==> src/rtl/base2_lif_neuron.sv <==
// Postsynaptic leaky integrate-and-fire neuron with base-2 (shift) leak; feeds post_spike back to the STDP synapse.
// Latency: membrane and post_spike are registered, so a crossing pre_spike shows up as post_spike on the next cycle.
// Backpressure: none; pre_spike events that arrive during the refractory window are dropped, not queued.
//
// Ports:
//   clk         rising-edge system clock
//   rst         synchronous active-high reset (priority over everything)
//   pre_spike   one-cycle presynaptic spike; weight is sampled in the same cycle
//   weight      unsigned synaptic weight from the STDP block
//   post_spike  registered one-cycle firing pulse
//   membrane    current membrane potential
//   refractory  high while the neuron is in its refractory window
//   spike_count 16-bit wrapping count of emitted spikes (only with SPIKE_COUNT_EN)
//
// Optional feature macro: SPIKE_COUNT_EN adds the spike_count port and register.

module base2_lif_neuron #(
    parameter int                 W_WIDTH        = 16,
    parameter int                 V_WIDTH        = 20,
    parameter logic [V_WIDTH-1:0] THRESHOLD      = 20'd4096,
    parameter int                 LEAK_SHIFT     = 4,
    parameter int                 LEAK_PERIOD    = 8,
    parameter int                 REFRACT_CYCLES = 5
) (
    input  logic               clk,
    input  logic               rst,
    input  logic               pre_spike,
    input  logic [W_WIDTH-1:0] weight,
    output logic               post_spike,
    output logic [V_WIDTH-1:0] membrane,
    output logic               refractory
`ifdef SPIKE_COUNT_EN
    ,
    output logic [15:0]        spike_count
`endif
);

    // Counter widths; a period of 1 still needs a 1-bit counter that stays at 0.
    localparam int LCW = (LEAK_PERIOD > 1) ? $clog2(LEAK_PERIOD) : 1;
    localparam int RCW = $clog2(REFRACT_CYCLES + 1);

    localparam logic [LCW-1:0] LEAK_LAST = LCW'(LEAK_PERIOD - 1);
    localparam logic [RCW-1:0] REFR_LOAD = RCW'(REFRACT_CYCLES);
    localparam logic [RCW-1:0] REFR_ONE  = RCW'(1);

    // FSM encoding
    localparam logic [0:0] ST_INTEGRATE = 1'b0;
    localparam logic [0:0] ST_REFRACT   = 1'b1;

    logic [0:0]         state_q,    state_d;
    logic [V_WIDTH-1:0] v_q,        v_d;
    logic [LCW-1:0]     leak_cnt_q, leak_cnt_d;
    logic [RCW-1:0]     refr_cnt_q, refr_cnt_d;
    logic               post_q,     post_d;

    // Integration datapath
    logic               leak_evt;
    logic [V_WIDTH-1:0] v_leak;
    logic [V_WIDTH:0]   v_sum;
    logic [V_WIDTH-1:0] v_int;
    logic               fire;

    assign leak_evt = (leak_cnt_q == LEAK_LAST);

    // Leak is applied before the incoming weight is added.
    assign v_leak = leak_evt ? (v_q - (v_q >> LEAK_SHIFT)) : v_q;

    // One extra bit catches the carry so the sum can saturate instead of wrapping.
    assign v_sum = {1'b0, v_leak} + {{(V_WIDTH + 1 - W_WIDTH){1'b0}}, weight};

    always_comb begin
        v_int = v_leak;
        if (pre_spike) begin
            v_int = v_sum[V_WIDTH] ? {V_WIDTH{1'b1}} : v_sum[V_WIDTH-1:0];
        end
    end

    // Without a pre_spike the leak only shrinks v, and v was already below
    // threshold, so a leak alone can never fire.
    assign fire = (v_int >= THRESHOLD);

    always_comb begin
        state_d    = state_q;
        v_d        = v_q;
        leak_cnt_d = leak_cnt_q;
        refr_cnt_d = refr_cnt_q;
        post_d     = 1'b0;

        case (state_q)
            ST_INTEGRATE: begin
                if (fire) begin
                    v_d        = '0;
                    post_d     = 1'b1;
                    refr_cnt_d = REFR_LOAD;
                    leak_cnt_d = '0;
                    state_d    = ST_REFRACT;
                end else begin
                    v_d        = v_int;
                    leak_cnt_d = leak_evt ? '0 : leak_cnt_q + 1'b1;
                end
            end

            default: begin
                // Inputs are ignored here; the leak phase restarts from 0 on exit.
                v_d        = '0;
                leak_cnt_d = '0;
                if (refr_cnt_q == REFR_ONE) begin
                    refr_cnt_d = '0;
                    state_d    = ST_INTEGRATE;
                end else begin
                    refr_cnt_d = refr_cnt_q - 1'b1;
                end
            end
        endcase
    end

    always_ff @(posedge clk) begin
        if (rst) begin
            state_q    <= ST_INTEGRATE;
            v_q        <= '0;
            leak_cnt_q <= '0;
            refr_cnt_q <= '0;
            post_q     <= 1'b0;
        end else begin
            state_q    <= state_d;
            v_q        <= v_d;
            leak_cnt_q <= leak_cnt_d;
            refr_cnt_q <= refr_cnt_d;
            post_q     <= post_d;
        end
    end

    assign post_spike = post_q;
    assign membrane   = v_q;
    assign refractory = (state_q == ST_REFRACT);

`ifdef SPIKE_COUNT_EN
    logic [15:0] spike_cnt_q, spike_cnt_d;

    // Counts cycles in which post_spike is high; wraps naturally at 16 bits.
    assign spike_cnt_d = post_q ? spike_cnt_q + 16'd1 : spike_cnt_q;

    always_ff @(posedge clk) begin
        if (rst) begin
            spike_cnt_q <= '0;
        end else begin
            spike_cnt_q <= spike_cnt_d;
        end
    end

    assign spike_count = spike_cnt_q;
`endif

endmodule

==> config.mk <==
export PLATFORM = sky130hd
export DESIGN_NAME = base2_lif_neuron
export DESIGN_NICKNAME = d
export VERILOG_FILES = /design/src/rtl/base2_lif_neuron.sv
export SDC_FILE = /design/constraint.sdc
export NUM_CORES = 1
export LEC_CHECK = 0
export ABC_AREA = 1
export CORE_UTILIZATION = 52
export DETAILED_ROUTE_END_ITERATION = 16
export GPL_TIMING_DRIVEN = 0
export PLACE_DENSITY = 0.79
export SLEW_MARGIN = 5
export SYNTH_ARGS = -nofsm -noshare
export SYNTH_HDL_FRONTEND = slang
export SYNTH_SLANG_ARGS = --single-unit
==> constraint.sdc <==
create_clock -name clk -period 3.49 [get_ports clk]
set_input_delay 0.5235 -clock clk [delete_from_list [all_inputs] [get_ports clk]]
set_output_delay 0.5235 -clock clk [all_outputs]
set_load 0.01 [all_outputs]
Yosys cells after proc, flatten, opt, wreduce, memory -nomap -nowiden. Index checks and enable logic that the tools add are counted. W data, S select, Z words.

Bits in registers: 28. Bits of input ports: 19. Logic and storage cells: 25.

Add/subtract/negate cells: 4. Magnitude comparators: 1. Equal/unequal tests: 2. Muxes and demuxes: 9. Reductions and logical operators: 4.

Operators by type and width (count): $mux W20 (3); $add A20 B16 Y21 (1); $ge A20 B13 Y1 const B (1); $sub A20 B16 Y20 (1); $mux W3 (3); $reduce_or A4 Y1 (1); $add A3 B1 Y3 const B (1); $eq A3 B1 Y1 const B (1); $eq A3 B3 Y1 const B (1); $mux W1 (3); $reduce_or A3 Y1 (1); $sub A3 B1 Y3 const B (1); $reduce_bool A2 Y1 (1); $reduce_or A2 Y1 (1).

Logic depth before layout (Yosys ltp). Gate-level depths: netlist (run 1).

Depth in word-level cells: 8. Depth in mapped cells: 28. Depth with buffers taken out: 28.

Least setup slack after synthesis (run 1). OpenSTA, ideal clock, no wires.

Path kind: reg2reg. From: register v_q[0] (netlist: membrane[0]). To: register v_q[5] (netlist: membrane[5]). Data arrival time: 3.472 ns. Data required time: 3.424 ns. Slack: -0.048 ns. Stages on the path, launching flop included: 25. Buffers on the path: 1. Clock period less this slack: 3.538 ns. Cells stage by stage: dfxtp_1 inv_1 ha_1 fa_1 inv_1 nand3_1 nand3_1 a31oi_1 xor2_1 o21ai_0 ha_1 a21oi_1 o21ai_0 a21oi_1 nand2_1 nand4_1 nand2_1 nand2_1 nand2_1 nand2_1 nand3_2 nor2_4 nand3_2 buf_6 a21oi_2.

Cells in the longest elaborated chain, start to end: 7.

Ends and longest elaborated chain: start, declared (RTL line 51) `logic [V_WIDTH-1:0] v_q, v_d;`; start signal, assigned (RTL line 126) `v_q <= v_d;`; $sub A20 B16 Y20 (RTL line 66) `assign v_leak = leak_evt ? (v_q - (v_q >> LEAK_SHIFT)) : v_q;`; $mux W20 (*) (RTL line 66); $add A20 B16 Y21 (RTL line 69) `assign v_sum = {1'b0, v_leak} + {{(V_WIDTH + 1 - W_WIDTH){1'b0}}, weight};`; $mux W20 (RTL line 74) `v_int = v_sum[V_WIDTH] ? {V_WIDTH{1'b1}} : v_sum[V_WIDTH-1:0];`; $mux W20 (*) (RTL line 73) `if (pre_spike) begin`; $ge A20 B13 Y1 (RTL line 80) `assign fire = (v_int >= THRESHOLD);`; $reduce_or A3 Y1 (no line).

Every way passes the cells marked *; elsewhere a longest branch is shown, timed or not. A chain may end at the register's enable or synchronous reset.

Worst setup path in the final report (run 1).
From: register v_q[0] (netlist: membrane[0]). To: register v_q[9] (netlist: membrane[9]).

The elaborated chain is that of the path after synthesis.

==> impl_metrics.ini, run 1 <==
[synth]
syn_inst = 519
ys_seq_area_frac = 0.1724
yosysUniqueCellTypes = 38
ys_top_cells_by_count = nand2_1, inv_1, o21ai_0, a21oi_1, ha_1
synth_area_um2 = 3251
synth_edf_count = 0
ys.flop_type = dfxtp_1
synth-async-reset-ratio = 0
ys_warn_count = 0
synth_top_area_frac = 0.1724
synth_most_common_cell = nand2_1
yosysTopAreaCell = dfxtp_1
yosys-top-cells-area = dfxtp_1, nand2_1, ha_1, o21ai_0, inv_1
ys_ff_latch = 28
avgSynthCellArea_um2 = 6.263

[clocking]
cts_sinks = 28
cts_tree = done
root_buffer = clkbuf_8
clock_latency_ns = 0.29
cts_buffers = 3
clk_path_buf_depth = 2
ctsHoldBuffers = 0
htreeDepth = 1
clk_pin_slew_ns = 0.11

[run_status]
outcome = complete, but fails checks
failed_checks = negative setup slack

[worst_setup_path]
worst-r2r-cell-count = 24
cp.arrival_ns = 4.12
startpoint = membrane[0]
endpoint_kind = register
critical_path_class = reg -> reg
r2r_slack_ns = -0.42
rr_endpoint = membrane[9]
start_kind = register
cp_max_fo = 5
cp.required_ns = 3.70
timing.rr.start = membrane[0]

[floorplanning]
die_area_um2 = 6572
num_rows = 28
die_w_um = 81.07
start_util = 0.5426
die_h_um = 81.07
io_pins = 41
core_area_um2 = 5991

[routing]
ant_nets = 0
detail_route.wl_per_cell_um = 20.25
viasPerCell = 6.424
drt_iter0_drc = 519
wl_mm = 14.30
num_vias = 4535
drcViolationCount = 0
drtPass1Iterations = 5

[hold_path]
worst_hold_path.endpoint = leak_cnt_q[0]
hold_path_depth = 1
hp-start = leak_cnt_q[0]
hold_path_class = reg -> reg

[global_routing]
grt_util_met2 = 0.6277
busiest_layer = met2
grt_pass1_vias = 3787
grt_max_degree = 15
antenna_found_initial = 0
grt_overflow = 0
grtUsageMet3 = 0.04270
grtUsageTotal = 0.3497
met1_usage = 0.4051
grt_pass1_wl_mm = 17.65

[cells_and_area]
layout-drive-gt1-share = 0.4422
final_util = 0.8822
area_growth_pct = 62.59
final_cells = 706
n_antenna_cell = 0
postLayoutCellArea_um2 = 5285
nNetsFinal = 693

[sta]
fin_crit_sh = 1.121
slew_headroom = 0.6242
maxSlewViolCount = 0
fmax_mhz = 255.5
fin_worst_skew_ns = 0.008990
hold_viol_final = 0
setup_ws_ns = -0.4233
final-setup-viol-count = 20
min_period_ns = 3.913
rsz0062_at_grt = true
tightestPinTransition_ns = 0.5637

[run]
maxCapViolations = 0

[pwr]
power_leakage_nw = 2.302
vdd_drop_max_mv = 0.1569
pwr_density_cell_nw_per_um2 = 163.8

[placed_design]
place_area_um2 = 3775
hpwl_mm = 6.990
gp_congestion = 1.009
place_inst = 641
io_buffers = 40
==> worst max-delay path, stage by stage, from the launching register on <==
cell and delay, ns:
dfxtp_2 0.37, inv_2 0.06, ha_4 0.16, fa_2 0.33, inv_2 0.08, nand3_2 0.08, nand3_4 0.09, a31oi_4 0.09
xor2_1 0.17, o21ai_2 0.25, ha_4 0.27, a21oi_4 0.18, buf_6 0.13, o21ai_2 0.06, a21oi_2 0.20, nand2_1 0.09
xor2_1 0.17, nor2_1 0.11, nand2_1 0.06, nand2_1 0.09, nand2_2 0.08, nor2_4 0.21, nand3_4 0.18, buf_8 0.18
a21oi_2 0.12
==> cell families after synthesis <==
group	share of synthesized area
other	0.001154
adders and majority gates	0.1624
and+or+nand+nor	0.3295
DFF	0.1724
xor gates and xnor gates	0.05119
AOI/OAI and AO/OA	0.1851
buffers and inverters	0.09815
==> metal layers <==
layer,share of wire,wire length [µm],up-vias
li1,-,-,1922
met1,0.36,5142,2080
met2,0.47,6763,394
met3,0.091,1298,139
met4,0.076,1091,0
met5,0,0,-
==> cell usage in the layout, fill, tap and decap left out, types with 15 or more instances in the layout <==
cell type | Yosys | layout
nand2_1 | 139 | 95
inv_1 | 65 | 53
buf_4 | 1 | 53
nand2_2 | 4 | 42
clkdlybuf4s50_1 | 0 | 40
a21oi_2 | 4 | 25
nor2_1 | 35 | 24
ha_4 | 0 | 22
o21ai_0 | 49 | 21
o21ai_2 | 2 | 20
nand3_1 | 31 | 20
inv_2 | 6 | 16
a21oi_1 | 43 | 16
ha_1 | 39 | 16
nor2_2 | 10 | 15
==> timing repair <==
| action | in CTS | in global routing |
|---|---|---|
| endpoints found under the setup margin | 20 | 20 |
| setup buffers | 43 | 18 |
| gates cloned | 1 | 0 |
| pin swaps | 54 | 60 |
| resized for setup | 162 | 94 |
==> how the worst max path moves through the flow <==
stage / cells past startpoint / slack [ns] / end
after global routing: 22 / -0.62 / membrane[9]
after global placement: 25 / -0.57 / membrane[5]
after detailed placement: 24 / -0.65 / membrane[9]
after floorplan: 24 / 0.004 / membrane[5]
after CTS: 23 / -0.04 / membrane[9]
final: 24 / -0.42 / membrane[9]
==> power breakdown <==
group	internal, mW	switching [mW]	total, mW
Sequential	0.324	0.00892	0.332
Clock	0.0780	0.110	0.189
Combinational	0.142	0.203	0.345
==> per-stage QoR <==
stage,setup TNS (ns),hold WS (ns),setup WS [ns],power (mW)
after floorplan,0,0.3992,0.004167,0.4919
after global placement,-9.780,0.4099,-0.5732,0.5579
after detailed placement,-11.01,0.4288,-0.6489,0.5634
after CTS,-0.1620,0.4154,-0.03547,0.7899
after global routing,-10.98,0.4224,-0.6153,0.8905
final,-6.901,0.4127,-0.4233,0.8659
==> registers in the layout, indices dropped and copies added (netlist names) <==
name and flops:
refr_cnt_q 3, leak_cnt_q 3, refractory 1, membrane 20, post_spike 1
==> final cells by class <==
class                           instances  area, µm²
Fill cell                             270      705.7
Buffer                                  8      75.07
Timing Repair Buffer                  102      933.4
Tap cell                               75      93.84
Sequential cell                        28      601.8
Multi-Input combinational cell        417       3253
Inverter                               73      286.5
Clock buffer                            3      41.29
(Power assumes the default switching activity.)
==> inputs of run 2 (changes only) <==
Settings changed: DONT_BUFFER_PORTS set to 1, PLACE_DENSITY 0.79 to 0.67.
Clock period 3.49 ns to 4.1 ns, I/O delays scaled along.
==> impl_metrics.ini, run 2 (synthesis gave the netlist of run 1 again) <==
[run_status]
outcome = complete, no violations

[global_routing]
grt_pass1_vias = 2984
grtUsageMet3 = 0.03146
antenna_found_initial = 0
grt_max_degree = 16
grtUsageTotal = 0.2583
grt_pass1_wl_mm = 13.25
busiest_layer = met2
grt_overflow = 0
grt_util_met2 = 0.4126
met1_usage = 0.3682

[routing]
num_vias = 3248
detail_route.wl_per_cell_um = 13.47
drtPass1Iterations = 5
drt_iter0_drc = 186
ant_nets = 0
viasPerCell = 5.342
drcViolationCount = 0
wl_mm = 8.192

[worst_setup_path]
critPathSlowestCell = fa_1
endpoint_kind = register
critical_path_class = reg -> reg
cp_max_fo = 10
cp.required_ns = 4.30
start_kind = register
crit_path_cell_trace = inv_1 -> ha_1 -> fa_1 -> inv_2 -> nand3_1 -> nand3_2 -> a31oi_1 -> xor2_1 -> o21ai_2 -> ha_1 -> a21oi_2 -> o21ai_1 -> a21oi_1 -> nand2_1 -> xor2_1 -> inv_1 -> nand3_1 -> nand2_1 -> nand2_1 -> nor2_4 -> nand3_4 -> buf_6 -> a21oi_2
startpoint = membrane[0]
path_common_cell = nand2_1
timing.rr.start = membrane[0]
critPathMaxStageDelay_ns = 0.38
cp.arrival_ns = 4.03

[sta]
tightestPinTransition_ns = 0.5205
setup_ws_ns = 0.2757
fin_crit_sh = 0.9328
fmax_mhz = 261.5
fin_worst_skew_ns = 0.004854
final-setup-viol-count = 0
min_period_ns = 3.824
hold_viol_final = 0
maxSlewViolCount = 0
slew_headroom = 0.6530

[clocking]
clk_pin_slew_ns = 0.10
cts_sinks = 28
htreeDepth = 1
cts_tree = done
clk_path_buf_depth = 2
ctsHoldBuffers = 0
root_buffer = clkbuf_8
clock_latency_ns = 0.27
cts_buffers = 3

[cells_and_area]
nNetsFinal = 594
layout-drive-gt1-share = 0.1707
nFillCells = 578
largest_reg_flops = 20
layout_commonest_cell = nand2_1
final_cell_mix = nand2_1, inv_1, a21oi_1, nor2_1, o21ai_0
area_growth_pct = 11.39
n_antenna_cell = 0
final_cells = 608

[pwr]
power_leakage_nw = 1.730
vdd_drop_max_mv = 0.1316
pwr_density_cell_nw_per_um2 = 171.8

[floorplanning]
die_area_um2 = 6572
die_h_um = 81.07
start_util = 0.5426
die_w_um = 81.07
core_area_um2 = 5991
num_rows = 28
io_pins = 41

[placed_design]
place_inst = 601
gp_congestion = 0.8630
io_buffers = 0
preCtsSetupSlack_ns = -0.1348
hpwl_mm = 6.660

[run]
maxCapViolations = 0

[hold_path]
hold_path_class = reg -> reg
hp-start = leak_cnt_q[0]
## run 2: cell count changes in the layout (fill, tap and decap cells not counted), sizes merged
cell           change
clkdlybuf4s50     -40
buf               -58
## run 2: routing by layer
layer,wire length (µm),up-vias
li1,-,1730
met1,4176,1458
met2,3654,56
met3,317,4
met4,43,0
met5,0,-
## run 2: timing repair
| action | 4_1_cts | 5_1_grt |
|---|---|---|
| hold endpoints to repair | 0 | 0 |
| gates resized for setup | 3 | 73 |
| buffers inserted | 0 | 3 |
| setup endpoints to repair | 16 | 20 |
| pin swaps | 0 | 12 |
## run 2: metrics by stage
stage | hold WS (ns) | setup TNS [ns] | util | total power, mW | area, µm²
4_1_cts | 0.4288 | 0 | 0.5727 | 0.6255 | 3431
3_3_place_gp | 0.4121 | -0.8100 | 0.5627 | 0.4456 | 3371
2_1_floorplan | 0.3992 | 0 | - | 0.4185 | 3277
5_1_grt | 0.4809 | -0.1446 | 0.6044 | 0.6679 | 3621
3_5_place_dp | 0.4124 | -1.320 | 0.5627 | 0.4480 | 3371
6_report | 0.4225 | 0 | 0.6044 | 0.6221 | 3621
## run 2: cell type report
class	instances	area, µm²	share of cell area
buffer	8	53.80	0.01486
clock buffer	4	55.05	0.01520
timing repair buffer	3	22.52	0.006220
inverter	73	279.0	0.07706
multi-input combinational	417	2515	0.6945
tap	75	93.84	0.02592
sequential	28	601.8	0.1662
## run 2: worst paths after layout
check	cells after the start	to	slack (ns)
worst min register to register	1	leak_cnt_q[0]	0.42
worst max register to register	23	membrane[5]	0.28
worst min-delay path	1	leak_cnt_q[0]	0.42
worst max-delay path	23	membrane[5]	0.28
## run 2: critical path: cells and delay by family (launching register included)
kind	cells	cell delay, ns
XOR/XNOR	2	0.33
AND/OR/NAND/NOR	8	0.85
flip-flops	1	0.37
adder cells (fa/ha/maj)	3	0.94
buffers and inverters	4	0.38
AO/OA/AOI/OAI	6	0.86
## run 2: report_power, final
group	leakage, nW	switching (mW)	internal, mW
Combinational	1.46	0.106	0.0587
Clock	0.0288	0.0858	0.0860
Sequential	0.238	0.0105	0.275
Total	1.73	0.202	0.420
